[config.mk]
export PLATFORM = sky130hd
export DESIGN_NAME = am_sweep_ctrl
export DESIGN_NICKNAME = d
export VERILOG_FILES = /design/src/rtl/am_pkg.sv /design/src/rtl/am_dwell_cnt.sv /design/src/rtl/am_sweep_ctrl.sv
export SDC_FILE = /design/constraint.sdc
export NUM_CORES = 1
export LEC_CHECK = 0
export BUFFER_PORTS_ARGS = -buffer_cell sky130_fd_sc_hd__buf_2
export CORE_ASPECT_RATIO = 1.4
export CORE_MARGIN = 2
export CORE_UTILIZATION = 40
export DETAILED_ROUTE_END_ITERATION = 16
export HOLD_SLACK_MARGIN = 0.03
export PLACE_DENSITY = 0.72
export SYNTH_ARGS = -nofsm -noshare
export SYNTH_HDL_FRONTEND = slang
export SYNTH_SLANG_ARGS = --single-unit
[constraint.sdc]
create_clock -name clk -period 4.25 [get_ports clk]
set_input_delay 0.85 -clock clk [delete_from_list [all_inputs] [get_ports clk]]
set_output_delay 0.85 -clock clk [all_outputs]
set_load 0.02 [all_outputs]
[src/rtl/am_pkg.sv]
`default_nettype none
// ============================================================================
// Module   : am_pkg
// Brief    : Shared widths and state encoding for the AM index/frequency sweep.
// Revision : 1.0
// ============================================================================
package am_pkg;

    localparam int c_idx_w       = 8;
    localparam int c_freq_w      = 16;
    localparam int c_dwell_w_def = 16;

    typedef enum logic [2:0] {
        ST_IDLE  = 3'd0,
        ST_LOAD  = 3'd1,
        ST_DWELL = 3'd2,
        ST_STEP  = 3'd3,
        ST_FIN   = 3'd4
    } state_t;

endpackage
`default_nettype wire

[src/rtl/am_dwell_cnt.sv]
`default_nettype none
// ============================================================================
// Module   : am_dwell_cnt
// Brief    : Counts pls strobes up to max(len,1) and flags expiry.
// Revision : 1.0
// ============================================================================
module am_dwell_cnt
    import am_pkg::*;
#(
    parameter int DWELL_W = c_dwell_w_def
) (
    input  logic               clk,
    input  logic               rst,
    input  logic               clear,
    input  logic               pls,
    input  logic [DWELL_W-1:0] len,
    output logic               expire
);

    localparam logic [DWELL_W-1:0] c_one = DWELL_W'(1);

    logic [DWELL_W-1:0] r_cnt;
    logic [DWELL_W-1:0] w_len_eff;

    // A zero length still dwells for one strobe.
    assign w_len_eff = (len == '0) ? c_one : len;
    assign expire    = (r_cnt == w_len_eff);

    always_ff @(posedge clk) begin
        if (rst || clear) begin
            r_cnt <= '0;
        end else if (pls && !expire) begin
            r_cnt <= r_cnt + c_one;
        end
    end

endmodule
`default_nettype wire

[src/rtl/am_sweep_ctrl.sv]
`default_nettype none
// ============================================================================
// Module   : am_sweep_ctrl
// Brief    : Sweeps AM modulation index (inner) and source frequency (outer).
// Revision : 1.0
// ============================================================================
module am_sweep_ctrl
    import am_pkg::*;
#(
    parameter int DWELL_W = c_dwell_w_def
) (
    input  logic                clk,
    input  logic                rst,
    input  logic                pls,
    input  logic                start,
    input  logic                abort,
    input  logic [c_idx_w-1:0]  indx_lo,
    input  logic [c_idx_w-1:0]  indx_hi,
    input  logic [c_idx_w-1:0]  indx_step,
    input  logic [c_freq_w-1:0] f_lo,
    input  logic [c_freq_w-1:0] f_hi,
    input  logic [c_freq_w-1:0] f_step,
    input  logic [DWELL_W-1:0]  dwell_len,
    output logic [c_idx_w-1:0]  indx_set,
    output logic [c_freq_w-1:0] f_source,
    output logic                upd,
    output logic                busy,
    output logic                done
);

    state_t              r_state;
    logic [c_idx_w-1:0]  r_indx_set, r_ilo, r_ihi, r_istep;
    logic [c_freq_w-1:0] r_f_source, r_flo, r_fhi, r_fstep;
    logic [DWELL_W-1:0]  r_dwell;
    logic                r_upd, r_busy, r_done;

    state_t              w_state_nxt;
    logic [c_idx_w-1:0]  w_indx_nxt, w_istep_eff;
    logic [c_freq_w-1:0] w_f_nxt;
    logic [c_idx_w:0]    w_isum;
    logic [c_freq_w:0]   w_fsum;
    logic                w_upd_nxt, w_load, w_expire, w_range_ok;

    am_dwell_cnt #(
        .DWELL_W (DWELL_W)
    ) u_dwell_cnt (
        .clk    (clk),
        .rst    (rst),
        .clear  (r_state != ST_DWELL),
        .pls    (pls),
        .len    (r_dwell),
        .expire (w_expire)
    );

    assign w_istep_eff = (r_istep == '0) ? c_idx_w'(1) : r_istep;
    assign w_isum      = {1'b0, r_indx_set} + {1'b0, w_istep_eff};
    assign w_fsum      = {1'b0, r_f_source} + {1'b0, r_fstep};
    // An inverted range on either axis collapses the sweep to its first point.
    assign w_range_ok  = (r_ilo <= r_ihi) && (r_flo <= r_fhi);

    always_comb begin
        w_state_nxt = r_state;
        w_indx_nxt  = r_indx_set;
        w_f_nxt     = r_f_source;
        w_upd_nxt   = 1'b0;
        w_load      = 1'b0;
        case (r_state)
            ST_IDLE: begin
                if (start && !abort) w_state_nxt = ST_LOAD;
            end
            ST_LOAD: begin
                w_load      = 1'b1;
                w_indx_nxt  = indx_lo;
                w_f_nxt     = f_lo;
                w_upd_nxt   = 1'b1;
                w_state_nxt = ST_DWELL;
            end
            ST_DWELL: begin
                if (w_expire) w_state_nxt = ST_STEP;
            end
            ST_STEP: begin
                if (!w_range_ok) begin
                    w_state_nxt = ST_FIN;
                end else if (w_isum <= {1'b0, r_ihi}) begin
                    w_indx_nxt  = w_isum[c_idx_w-1:0];
                    w_upd_nxt   = 1'b1;
                    w_state_nxt = ST_DWELL;
                end else if ((r_fstep != '0) && (w_fsum <= {1'b0, r_fhi})) begin
                    w_indx_nxt  = r_ilo;
                    w_f_nxt     = w_fsum[c_freq_w-1:0];
                    w_upd_nxt   = 1'b1;
                    w_state_nxt = ST_DWELL;
                end else begin
                    w_state_nxt = ST_FIN;
                end
            end
            ST_FIN: begin
                w_state_nxt = ST_IDLE;
            end
            default: begin
                w_state_nxt = ST_IDLE;
            end
        endcase
        // Abort freezes the outputs where they are and drops straight to idle.
        if (abort && (r_state != ST_IDLE)) begin
            w_state_nxt = ST_IDLE;
            w_indx_nxt  = r_indx_set;
            w_f_nxt     = r_f_source;
            w_upd_nxt   = 1'b0;
            w_load      = 1'b0;
        end
    end

    always_ff @(posedge clk) begin
        if (rst) begin
            r_state    <= ST_IDLE;
            r_indx_set <= '0;
            r_f_source <= '0;
            r_upd      <= 1'b0;
            r_busy     <= 1'b0;
            r_done     <= 1'b0;
            r_ilo      <= '0;
            r_ihi      <= '0;
            r_istep    <= '0;
            r_flo      <= '0;
            r_fhi      <= '0;
            r_fstep    <= '0;
            r_dwell    <= '0;
        end else begin
            r_state    <= w_state_nxt;
            r_indx_set <= w_indx_nxt;
            r_f_source <= w_f_nxt;
            r_upd      <= w_upd_nxt;
            r_busy     <= (w_state_nxt != ST_IDLE);
            r_done     <= (w_state_nxt == ST_FIN);
            if (w_load) begin
                r_ilo   <= indx_lo;
                r_ihi   <= indx_hi;
                r_istep <= indx_step;
                r_flo   <= f_lo;
                r_fhi   <= f_hi;
                r_fstep <= f_step;
                r_dwell <= dwell_len;
            end
        end
    end

    assign indx_set = r_indx_set;
    assign f_source = r_f_source;
    assign upd      = r_upd;
    assign busy     = r_busy;
    assign done     = r_done;

endmodule
`default_nettype wire

==> flow_summary.json <==
{
  "layout_setup_ws_ns": -0.07327,
  "ys_warn_count": 0,
  "synthArstFlopShare_pct": 0,
  "portBuffers": 119,
  "utilization_pct": 51.19,
  "n_antenna_cell": 0,
  "syn_area_sq_mm": 0.008040,
  "fin_skew_ns": 0.01572,
  "reg2regPathDepth": 16,
  "fillers": 1836,
  "first_global_vias": 7585,
  "yosys.area.top_type": "dfxtp_1",
  "vdd_ir_drop_max_mv": 0.2913,
  "dpl_cell_area_sq_mm": 0.009183,
  "area_growth_pct": 25.85,
  "fp-row-count": 61,
  "die_height_microns": 171.8,
  "avgRoutedWirePerCell_microns": 16.71,
  "synthTopCellsByCount": "231 x nand2_1, 134 x dfxtp_1, 124 x a21oi_1, 73 x ha_1, 49 x inv_1",
  "drc": 0,
  "nets": 1338,
  "yosysMostFrequentCell": "nand2_1",
  "routed_wl_mm": 23.97,
  "hp-class": "flip-flop to flip-flop",
  "grt_max_degree": 62,
  "firstDrtPassIters": 5,
  "drive_gt1_share_pct": 23.67,
  "min_period_over_period_pct": 101.7,
  "synthCells": 1017,
  "clockBufferDepth": 2,
  "ctsRootBufferMaster": "clkbuf_16",
  "core_sq_mm": 0.01977,
  "place_congestion": 0.9979,
  "worst_skew_pair.late_latency_ns": 0.43,
  "vias_per_cell": 5.483,
  "setup_viol_count_final": 12,
  "leakage_nw": 4.338,
  "fin_area_sq_mm": 0.01012,
  "dp_hpwl_mm": 17.91,
  "netlist.area_leader.share_pct": 33.36,
  "multi_input_area_sq_mm": 0.005210,
  "r2r_end": "f_source[1]",
  "yosys-top-cells-area": "dfxtp_1 33%, ha_1 11%, nand2_1 11%",
  "drtAntennaViolNets": 0,
  "startpoint_type": "flip-flop",
  "cts_buffers": 17,
  "worstPathRequired_ns": 4.60,
  "finalCriticalPeriod_ns": 4.323,
  "worst-path-max-fanout": 4,
  "status": "finished with violations",
  "cts_hold_buffers": 0,
  "die_w_microns": 123.8,
  "top_level_ports": 120,
  "synth-edff-count": 0,
  "dieArea_sq_mm": 0.02127,
  "relSlewSlack_pct": 38.67,
  "ff_latch_area_sq_mm": 0.002693,
  "seq_area_frac_synth_pct": 33.36,
  "synth_ff_type": "dfxtp_1",
  "grt_pass1_wl_mm": 37.09,
  "r2r-start": "r_fstep[1]",
  "power_density_mw_per_mm2": 330.8,
  "crit_path_end_kind": "flip-flop",
  "syn-num-nets": 1185,
  "cts_tree": "yes",
  "grt_usage_pct": 22.54,
  "hold_depth": 2,
  "start_util_pct": 40.67,
  "fmax_mhz": 231.3,
  "path_class": "flip-flop to flip-flop",
  "rsz0062_at_grt": "true",
  "ys_types": 66,
  "first_iter_violations": 442,
  "violations": "negative setup slack",
  "hp-start": "r_fhi[12]",
  "grt-ovfl-total": 0,
  "reg2reg_slack_ns": -0.07,
  "cts-htree-levels": 4,
  "hold_viol": 0,
  "slew_viol_final": 0,
  "drv_cap": 0,
  "cp.arrival_ns": 4.67,
  "synth_seq_cells": 134,
  "cts_sinks": 134,
  "min_to": "r_fhi[12]",
  "grt_antenna_before_repair": 0,
  "tightest_slew_ns": 0.9200,
  "path_clk_slew_ns": 0.06,
  "syn_avg_cell_area_sq_um": 7.906,
  "vias": 7868
}
==> sequential cells by signal (all words and copies together) (netlist names) <==
register and cells:
u_dwell_cnt.r_cnt 16, r_flo 16, r_ihi 8, done 1
r_fstep 16, upd 1, r_ilo 8, busy 1
r_istep 8, r_state 3, r_dwell 16, r_fhi 16
f_source 16, indx_set 8
==> worst max-delay path, stage by stage (launching register included) <==
cell and delay, ns:
dfxtp_2 0.34, ha_4 0.23, a211o_1 0.31, a2111oi_4 0.37, buf_4 0.18, nor2_4 0.04
o41ai_4 0.34, xnor2_2 0.15, ha_1 0.32, nand4_1 0.11, or4_4 0.55, o22ai_2 0.13
nand2b_1 0.12, buf_4 0.15, a21o_2 0.23, or4_1 0.47, a31oi_1 0.19
==> power by group <==
part | total, mW | internal [mW] | switching [mW]
combinational | 0.594 | 0.270 | 0.324
sequential | 1.31 | 1.28 | 0.0245
clock | 1.45 | 0.832 | 0.615
total | 3.35 | 2.38 | 0.964
==> worst max path at each step <==
stage | end | depth (start not counted) | start
after floorplan | f_source[3] | 18 | r_istep[4]
after global placement | f_source[12] | 16 | f_source[1]
after detailed placement | f_source[12] | 16 | f_source[1]
after CTS | f_source[11] | 19 | r_istep[4]
after global routing | f_source[12] | 18 | r_fstep[1]
final | f_source[1] | 16 | r_fstep[1]
==> cells in the final DEF (no fill, tap or decap), drive strengths merged, types with 5 or more instances in the layout <==
cell and count:
and3 6, inv 55, o21bai 5, nor2 43, a21o 18, clkbuf 18, dfxtp 134, and2 10
nand4 11, o311a 5, ha 73, buf 188, xnor2 31, nor2b 11, a211oi 13, mux2i 19
o21a 6, nand2 231, o21ai 12, a31oi 13, o211ai 5, mux2 7, or4 7, nor4 18
nand2b 11, clkinvlp 5, nor3 15, xor2 14, a311o 5, a21oi 124, nand3 15
==> what timing repair did <==
action / CTS / global route
pin swaps: 1 / 27
endpoints found under the setup margin: 21 / 24
endpoints found under the hold margin: 0 / 0
gates cloned: 0 / 2
resized for setup: 14 / 48
buffers inserted: 1 / 9
==> logic make-up (layout without fill, tap and decap cells) <==
group	after synthesis	count (layout)	synth area share, %
AO/OA/AOI/OAI	239	240	19.14
XOR/XNOR	45	45	4.902
adder cells (fa/ha/maj)	75	75	11.86
buffers and inverters	104	269	5.058
flip-flops	134	134	33.36
multiplexers	26	26	3.486
AND/OR/NAND/NOR	394	394	22.19
==> layer usage <==
layer	global-route usage, %	share of wire, %	wire (microns)	vias up
li1	-	-	-	3874
met3	4.145	5.0	1207	63
met5	0	0	0	-
met4	12.01	4.0	962	0
met2	40.13	51	12250	233
met1	25.02	40	9553	3698
==> per-stage QoR <==
stage	hold WS, ns	setup TNS, ns	setup WS, ns	power, mW	std cells
floorplan	0.4361	0	0.02566	1.650	1017
global placement	0.4419	-0.1630	-0.04404	1.839	1391
detailed placement	0.4494	-1.737	-0.1475	1.849	1391
CTS	0.4586	-0.005553	-0.005553	3.313	1424
global route	0.4718	-3.580	-0.2278	3.486	1435
finish	0.4557	-0.3600	-0.07327	3.347	1435
==> final cells by class <==
class	count	area share [%]
clock buffers	18	4.340
clock inverters	14	1.360
inverters	49	1.818
multi-input cells	780	51.49
flip-flops and latches	134	26.61
well taps	252	3.116
repair buffers	188	11.26
No activity file was read; power rests on OpenSTA's default activity.
